File: src/rtl/nn_pkg.sv
// Shared FSM state type, lane control bundle and sizing helpers for the
// layer engine and its MAC lanes.
package nn_pkg;

  typedef enum logic [2:0] {IDLE, LOAD, MAC, ACT, OUT, FIN} nn_state_e;

  typedef struct packed {
    logic clr;
    logic en;
    logic relu;
  } lane_ctrl_t;

  // Wide enough that N_UNITS full-scale products can never overflow.
  function automatic int acc_width(input int data_w, input int weight_w, input int n_units);
    return data_w + weight_w + $clog2(n_units);
  endfunction

  function automatic longint sat_hi(input int data_w);
    return (longint'(1) <<< (data_w - 1)) - 1;
  endfunction

  function automatic longint sat_lo(input int data_w);
    return -(longint'(1) <<< (data_w - 1));
  endfunction

endpackage

File: src/rtl/neural_mac_lane.sv
// One neuron: signed multiply-accumulate, saturation to DATA_W and optional
// ReLU on the combinational result.
module neural_mac_lane
  import nn_pkg::*;
#(
  parameter int DATA_W   = 32,
  parameter int WEIGHT_W = 8,
  parameter int N_UNITS  = 4
) (
  input  logic                       clk,
  input  logic                       reset,
  input  lane_ctrl_t                 ctrl,
  input  logic signed [DATA_W-1:0]   a,
  input  logic signed [WEIGHT_W-1:0] w,
  output logic [DATA_W-1:0]          res
);
  localparam int ACC_W = acc_width(DATA_W, WEIGHT_W, N_UNITS);
  localparam int PRD_W = DATA_W + WEIGHT_W;
  localparam logic signed [ACC_W-1:0] HI = ACC_W'(sat_hi(DATA_W));
  localparam logic signed [ACC_W-1:0] LO = ACC_W'(sat_lo(DATA_W));

  logic signed [PRD_W-1:0]  prod;
  logic signed [ACC_W-1:0]  acc_q;
  logic signed [DATA_W-1:0] sat;

  assign prod = PRD_W'(a) * PRD_W'(w);

  always_ff @(posedge clk or negedge reset) begin
    if (!reset)        acc_q <= '0;
    else if (ctrl.clr) acc_q <= '0;
    else if (ctrl.en)  acc_q <= acc_q + ACC_W'(prod);
  end

  always_comb begin
    sat = acc_q[DATA_W-1:0];
    if (acc_q > HI)      sat = HI[DATA_W-1:0];
    else if (acc_q < LO) sat = LO[DATA_W-1:0];
    res = (ctrl.relu && sat[DATA_W-1]) ? '0 : sat;
  end

endmodule

File: src/rtl/neural_layer_engine.sv
// Multi-layer fully-connected engine: loads an input vector, runs N_LAYERS of
// MAC + saturate/ReLU in place over the data registers, then streams results.
module neural_layer_engine
  import nn_pkg::*;
#(
  parameter int N_UNITS  = 4,
  parameter int DATA_W   = 32,
  parameter int WEIGHT_W = 8,
  parameter int N_LAYERS = 3
) (
  input  logic                                  clk,
  input  logic                                  reset,
  input  logic                                  start,
  input  logic                                  relu_en,
  input  logic                                  in_valid,
  output logic                                  in_ready,
  input  logic [DATA_W-1:0]                     in_data,
  output logic [$clog2(N_LAYERS*N_UNITS)-1:0]   w_addr,
  input  logic [N_UNITS*WEIGHT_W-1:0]           w_data,
  output logic                                  out_valid,
  input  logic                                  out_ready,
  output logic [DATA_W-1:0]                     out_data,
  output logic                                  busy,
  output logic                                  done
);
  localparam int ADDR_W = $clog2(N_LAYERS*N_UNITS);
  localparam int IDX_W  = $clog2(N_UNITS);
  localparam int LYR_W  = (N_LAYERS > 1) ? $clog2(N_LAYERS) : 1;
  localparam logic [IDX_W-1:0] LAST = IDX_W'(N_UNITS-1);

  nn_state_e                      state;
  logic [IDX_W-1:0]               cnt, idx_q;
  logic [LYR_W-1:0]               layer;
  logic                           mac_iss, acc_vld, relu_q;
  logic [N_UNITS-1:0][DATA_W-1:0] data_q, lane_res;
  lane_ctrl_t                     lane_ctrl;

  assign in_ready  = (state == LOAD);
  assign out_valid = (state == OUT);
  assign busy      = (state != IDLE);
  assign done      = (state == FIN);
  assign out_data  = data_q[cnt];
  assign w_addr    = (state == MAC && mac_iss) ?
                     ADDR_W'(int'(layer) * N_UNITS + int'(cnt)) : '0;

  // Clearing in LOAD/ACT leaves the accumulators at zero on every MAC entry.
  assign lane_ctrl = '{clr: (state == LOAD || state == ACT), en: acc_vld, relu: relu_q};

  for (genvar j = 0; j < N_UNITS; j++) begin : g_lane
    neural_mac_lane #(.DATA_W(DATA_W), .WEIGHT_W(WEIGHT_W), .N_UNITS(N_UNITS)) u_lane (
      .clk  (clk),
      .reset(reset),
      .ctrl (lane_ctrl),
      .a    (data_q[idx_q]),
      .w    (w_data[j*WEIGHT_W +: WEIGHT_W]),
      .res  (lane_res[j])
    );
  end

  // mac_iss marks the N address-issue cycles; the extra MAC cycle drains the
  // last weight row returned one cycle after its address.
  always_ff @(posedge clk or negedge reset) begin
    if (!reset) begin
      state   <= IDLE;
      cnt     <= '0;
      idx_q   <= '0;
      layer   <= '0;
      mac_iss <= 1'b0;
      acc_vld <= 1'b0;
      relu_q  <= 1'b0;
      data_q  <= '0;
    end else begin
      acc_vld <= (state == MAC) && mac_iss;
      idx_q   <= cnt;
      case (state)
        IDLE: if (start) begin
          state  <= LOAD;
          cnt    <= '0;
          layer  <= '0;
          relu_q <= relu_en;
        end
        LOAD: if (in_valid) begin
          data_q[cnt] <= in_data;
          cnt         <= cnt + IDX_W'(1);
          if (cnt == LAST) begin
            state   <= MAC;
            cnt     <= '0;
            mac_iss <= 1'b1;
          end
        end
        MAC: if (mac_iss) begin
          cnt <= cnt + IDX_W'(1);
          if (cnt == LAST) begin
            cnt     <= '0;
            mac_iss <= 1'b0;
          end
        end else begin
          state <= ACT;
        end
        ACT: begin
          data_q <= lane_res;
          cnt    <= '0;
          layer  <= layer + LYR_W'(1);
          if (layer == LYR_W'(N_LAYERS-1)) begin
            state <= OUT;
          end else begin
            state   <= MAC;
            mac_iss <= 1'b1;
          end
        end
        OUT: if (out_ready) begin
          if (cnt == LAST) state <= FIN;
          else             cnt   <= cnt + IDX_W'(1);
        end
        FIN:     state <= IDLE;
        default: state <= IDLE;
      endcase
    end
  end

endmodule

File: config.mk
export PLATFORM = sky130hd
export DESIGN_NAME = neural_layer_engine
export DESIGN_NICKNAME = d
export VERILOG_FILES = /design/src/rtl/nn_pkg.sv /design/src/rtl/neural_mac_lane.sv /design/src/rtl/neural_layer_engine.sv
export SDC_FILE = /design/constraint.sdc
export NUM_CORES = 2
export LEC_CHECK = 0
export CORE_MARGIN = 2
export CORE_UTILIZATION = 55
export CTS_CLUSTER_DIAMETER = 60
export DETAILED_ROUTE_END_ITERATION = 6
export PLACE_DENSITY = 0.74
export SYNTH_ARGS = -nofsm -noshare
export SYNTH_HDL_FRONTEND = slang
export SYNTH_SLANG_ARGS = --single-unit
File: constraint.sdc
create_clock -name clk -period 6.6 [get_ports clk]
set_input_delay 0.99 -clock clk [delete_from_list [all_inputs] [get_ports clk]]
set_output_delay 0.99 -clock clk [all_outputs]
set_load 0.05 [all_outputs]
# Yosys cells after proc, flatten, opt, wreduce, memory -nomap -nowiden
# Cells that the tools add are included.
# word_totals
romBits	0
regBits	308
ram_bits	0
input_bits	70
latch_bits	0
out_inout_bits	40
mem_count	0
# classes
reduce_logical	20
bitwise	0
shift	0
div	0
mux	52
n_lt_le_gt_ge	11
mul	4
eq_ne	16
addsub	7
# ops
cell	n
32-bit 2-to-1 mux	15
42-bit 2-to-1 mux	8
128-bit one-hot mux with 2 select lines	1
42-bit by 40-bit adder with 42-bit output	4
42-bit by 32-bit greater-than comparator with 1-bit output (second input constant)	4
42-bit by 32-bit less-than comparator with 1-bit output (second input constant)	4
32-bit by 8-bit multiplier with 40-bit output	4
32-bit binary-select mux with 2-bit select	2
128-bit bitwise mux	1
128-bit 2-to-1 mux	1
32-bit demux with 2-bit select	1
3-bit 2-to-1 mux	7
3-bit one-hot mux with 5 select lines	1
2-bit 2-to-1 mux	6
2-bit != test (second input constant)	6
6-bit AND reduction	2
2-bit one-hot mux with 5 select lines	1
3-bit by 2-bit equality test with 1-bit output (second input constant)	2
3-bit equality test (second input constant)	2
1-bit logical AND	6
2-bit by 3-bit less-than comparator with 1-bit output (second input constant)	2
2-bit by 1-bit != test with 1-bit output (second input constant)	3
2-bit AND reduction	3
2-bit nonzero test	3
14 further kinds	21

# Logic depth before layout (Yosys ltp)
# logic_depth
word_depth	7
mapped_depth	25
mapped_depth_nobuf	22

# By module
# A second synthesis with hierarchy kept.
# unflattened
hier_cells	5734
area_unflattened_um2	54696.2
# by_module_without_submodules
mod	seq_area_each_um2	cells_each	area_each_um2	instances
neural_mac_lane at g_lane[1].u_lane	1051.0	1257	11751.3	1
neural_mac_lane at g_lane[0].u_lane	1051.0	1199	11628.7	1
neural_mac_lane at g_lane[3].u_lane	1051.0	1212	11571.1	1
neural_mac_lane at g_lane[2].u_lane	1051.0	1193	11512.3	1
neural_layer_engine	3503.4	873	8232.9	1

# Worst setup path after synthesis
# Ideal clock, no wire load.
# synth_path
path_kind	flip-flop to flip-flop
startpoint	reg idx_q[0]
endpoint	reg g_lane[2].u_lane.acc_q[41]
arrival_ps	6118
path_stages_with_launch	23
setup_slack_ps	400
setup_ps	82
n_path_buf	3
period_less_slack_ps	6200
path_cell_list	dfrtp_1 > clkbuf_1 > buf_2 > mux4_2 > clkbuf_1 > and2_1 > fa_1 > fa_1 > inv_1 > fa_1 > inv_1 > fa_1 > fa_1 > ha_1 > o21ai_1 > o21ai_2 > a31oi_1 > a2111oi_2 > o21ai_1 > nand2_1 > nor4_1 > or4_1 > a31oi_1
# synth_via
elab_chain_cells	6
# synth_lines
element	line_no	text
from (decl)	neural_layer_engine.sv:32	logic [IDX_W-1:0] cnt, idx_q;
from (signal assigned)	neural_layer_engine.sv:74	idx_q <= cnt;
32-bit binary-select mux with 2-bit select	neural_layer_engine.sv:54	.a (data_q[idx_q]),
32-bit 2-to-1 mux (not written as such)	neural_layer_engine.sv:54	
32-bit by 8-bit multiplier with 40-bit output	neural_mac_lane.sv:26	assign prod = PRD_W'(a) * PRD_W'(w);
42-bit by 40-bit adder with 42-bit output	neural_mac_lane.sv:31	else if (ctrl.en) acc_q <= acc_q + ACC_W'(prod);
42-bit 2-to-1 mux	neural_mac_lane.sv:31	
42-bit 2-to-1 mux	neural_mac_lane.sv:30	else if (ctrl.clr) acc_q <= '0;
to (signal assigned)	neural_mac_lane.sv:31	
to (decl)	neural_mac_lane.sv:23	logic signed [ACC_W-1:0] acc_q;
# No other way between the ends. The select of a mux whose other input is x is not followed.
# A chain may end at the register's enable or synchronous reset.

# Worst setup path in the final report
# layout_path
startpoint	reg idx_q[0]
endpoint	reg g_lane[1].u_lane.acc_q[37]
# layout_via
elab_chain_cells	6
# layout_lines
element	line_no
32-bit binary-select mux with 2-bit select	neural_layer_engine.sv:54
32-bit 2-to-1 mux (not written as such)	neural_layer_engine.sv:54
32-bit by 8-bit multiplier with 40-bit output	neural_mac_lane.sv:26
42-bit by 40-bit adder with 42-bit output	neural_mac_lane.sv:31
42-bit 2-to-1 mux	neural_mac_lane.sv:31
42-bit 2-to-1 mux	neural_mac_lane.sv:30
to (signal assigned)	neural_mac_lane.sv:31
to (decl)	neural_mac_lane.sv:23
# No other way between the ends. The select of a mux whose other input is x is not followed.

==> qor.yml <==
rows: 114
fp.dieArea_mm2: 0.1002
viasPerCell: 5.970
clk_latency_ns: 0.63
vias: 42550
ys.flop_type: "dfrtp_1"
crit_family: "adder cells"
max-slew-margin-rel: 0.1058
cp-end-kind: "flip-flop"
ys.warnings.count: 0
cts_sinks: 308
cp.required_ns: 7.04
whs_ns: 0.4012
skew_ns: 0.02165
cpPeakStageDelay_ns: 0.57
max_cap_violations: 0
yosysSeqAreaShare: 0.1435
netlist_area_mm2: 0.05372
first_iter_violations: 3724
status: "finished clean"
synth_cells: 5511
start_kind: "flip-flop"
synth_fp_nets: 6938
final-setup-viol-count: 0
drive_gt1_frac: 0.1289
area_delta_synth_final_pct: 15.14
period_needed_ns: 6.489
wl_um: 150400
critical-path-slowest-cell: "fa_1"
firstDrtPassIters: 6
core_area_mm2: 0.09671
cp.arrival_ns: 6.93
htree_levels: 2
tightest_slew_ns: 1.341
post-route-period-util: 0.9832
floorplan.die.width_um: 316.5
io_buffer_count: 109
grt_max_degree: 158
crit_buf_inv: 9
ys_seq_elements: 308
start_util: 0.5554
rsz0062_at_grt: "yes"
dp_hpwl_um: 113700
grt_pass1_vias: 44560
cts_root_buffer: "clkbuf_16"
place.gp.congestion: 0.9395
synth_edf_count: 0
cts_buffer_depth: 3
cts_tree: "yes"
cts_inserted_buffers: 48
wl_per_cell_um: 21.11
clkTransAtPathRegs_ns: 0.06
ys_types: 90
layout.nets: 7239
avgSynthCellArea_um2: 9.747
timing.fmax_ghz: 0.1541
crit_type: "reg2reg"
finalMaxSlewViolations: 0
num_io_pins: 110
layout_common_cells: "fa_1 (987), inv_1 (632), and2_1 (626)"
antenna_cells: 0
die_h_um: 316.5
grt_pass1_wl_um: 240300
drc: 0
hold_violations: 0
crit_fanout: 11
overflow: 0
async_flop_share: 1.000
antenna_found_initial: 2
ant_nets: 0
hold_class: "in2async"
final_common_cell: "fa_1"
track_usage: 0.3063
==> path summary, 6_finish.rpt <==
kind / startpoint / end / slack [ns] / cells after the start
worst max-delay path: idx_q[0] / g_lane[1].u_lane.acc_q[37] / 0.11 / 26
worst min-delay path: reset / data_q[99] / 0.40 / 1
worst max register to register: idx_q[0] / g_lane[1].u_lane.acc_q[37] / 0.11 / 26
worst min register to register: layer[0] / layer[0] / 0.51 / 1
max in group asynchronous: reset / acc_vld / 4.85 / 2
min in group clk: layer[0] / layer[0] / 0.51 / 1
==> cells in the mapped netlist (6+ instances only) <==
cell      number  share of area
nor2b_1       24         0.0028
a31oi_1       54         0.0063
and2_1       626          0.073
a21boi_0       9         0.0013
o22ai_1       22         0.0026
and3_1        21         0.0024
fa_1         992           0.37
a21oi_1      280          0.026
xor2_1        37         0.0060
nor4_1        12         0.0014
o211ai_1      99          0.014
nor2_1       354          0.025
nor3_1        48         0.0045
nor4b_1        8         0.0013
xnor2_1       85          0.014
nand4_1       27         0.0031
o21a_1       110          0.015
o21bai_1      17         0.0024
nand2_1      446          0.031
dfrtp_1      308           0.14
buf_2          6        0.00056
nand3_1       36         0.0034
o21ai_0      113          0.011
a21o_1        90          0.013
buf_1         17         0.0012
nor3b_1        8         0.0011
o31ai_1       17         0.0024
nand4b_1       8         0.0013
inv_1        633          0.044
o21ai_1        8        0.00075
or3_1          9         0.0010
a211oi_1      24         0.0034
ha_1         365          0.085
clkbuf_1     313          0.022
mux4_2        64          0.027
mux2i_1       96          0.018
nand2b_1      17         0.0020
==> cells by family (layout without fill, tap and decap cells) <==
group           count (synthesis)  in the layout  share of synthesized area
fa+ha+maj                    1357           1357                     0.4547
flops                         308            308                     0.1435
compound gates                913            913                     0.1098
buf+inv                       976           1312                    0.06918
mux                           164            168                    0.04556
xor+xnor                      122            122                    0.01989
simple gates                 1671           1671                     0.1574
==> metrics by stage <==
step	setup slack (ns)	utilization	TNS [ns]	instance area [µm²]	instances
6_report	0.1110	0.6395	0	61850	7127
4_1_cts	-0.0002731	0.6280	-0.0002731	60730	7072
5_1_grt	-0.05539	0.6395	-0.3864	61850	7127
3_5_place_dp	-0.4311	0.6094	-8.243	58930	6969
3_3_place_gp	-0.3676	0.6094	-4.911	58930	6969
2_1_floorplan	0.3996	-	0	53720	5511
==> worst reg2reg max path: stages, from the launching register on <==
cell       delay (ns)
dfrtp_2          0.42
buf_12           0.14
buf_12           0.13
clkbuf_16        0.17
buf_4            0.15
mux4_2           0.45
buf_12           0.17
buf_4            0.18
nand2_1          0.08
fa_1             0.42
inv_1            0.09
fa_1             0.45
fa_1             0.57
fa_1             0.42
ha_1             0.30
ha_1             0.34
nand2_2          0.12
nor3_4           0.26
a2111oi_4        0.08
buf_4            0.18
nor2_4           0.15
a21oi_1          0.09
buf_4            0.15
o211a_1          0.28
or3_1            0.36
nand3_1          0.09
a21oi_1          0.08
==> repair_timing <==
item | CTS | global route
setup buffers | 12 | 50
setup endpoints to repair | 16 | 56
pin swaps | 0 | 42
resized for setup | 7 | 121
hold buffers | 0 | 0
cloned | 2 | 5
==> routing by layer <==
metal / wire length [µm] / vias to the layer above / track usage
met3: 10540 / 408 / 0.03734
li1: - / 18470 / -
met1: 57470 / 21850 / 0.3997
met5: 32 / - / 0
met2: 72640 / 1813 / 0.5026
met4: 9735 / 4 / 0.1665
==> flip-flops by register name (all words and copies together) (netlist names) <==
register,flops
acc_vld,1
cnt,2
data_q,128
g_lane.u_lane.acc_q,168
idx_q,2
layer,2
mac_iss,1
relu_q,1
state,3
==> layout make-up <==
type | count | area, µm²
Clock inverter | 25 | 305.3
Clock buffer | 64 | 1321
Fill cell | 7654 | 34860
Tap cell | 1276 | 1597
Sequential cell | 308 | 7715
Inverter | 633 | 2379
Multi-Input combinational cell | 4231 | 43040
Timing Repair Buffer | 590 | 5490
Power is not shown: default switching activity piles up to over one toggle a cycle in this logic, so the estimate is an artifact.
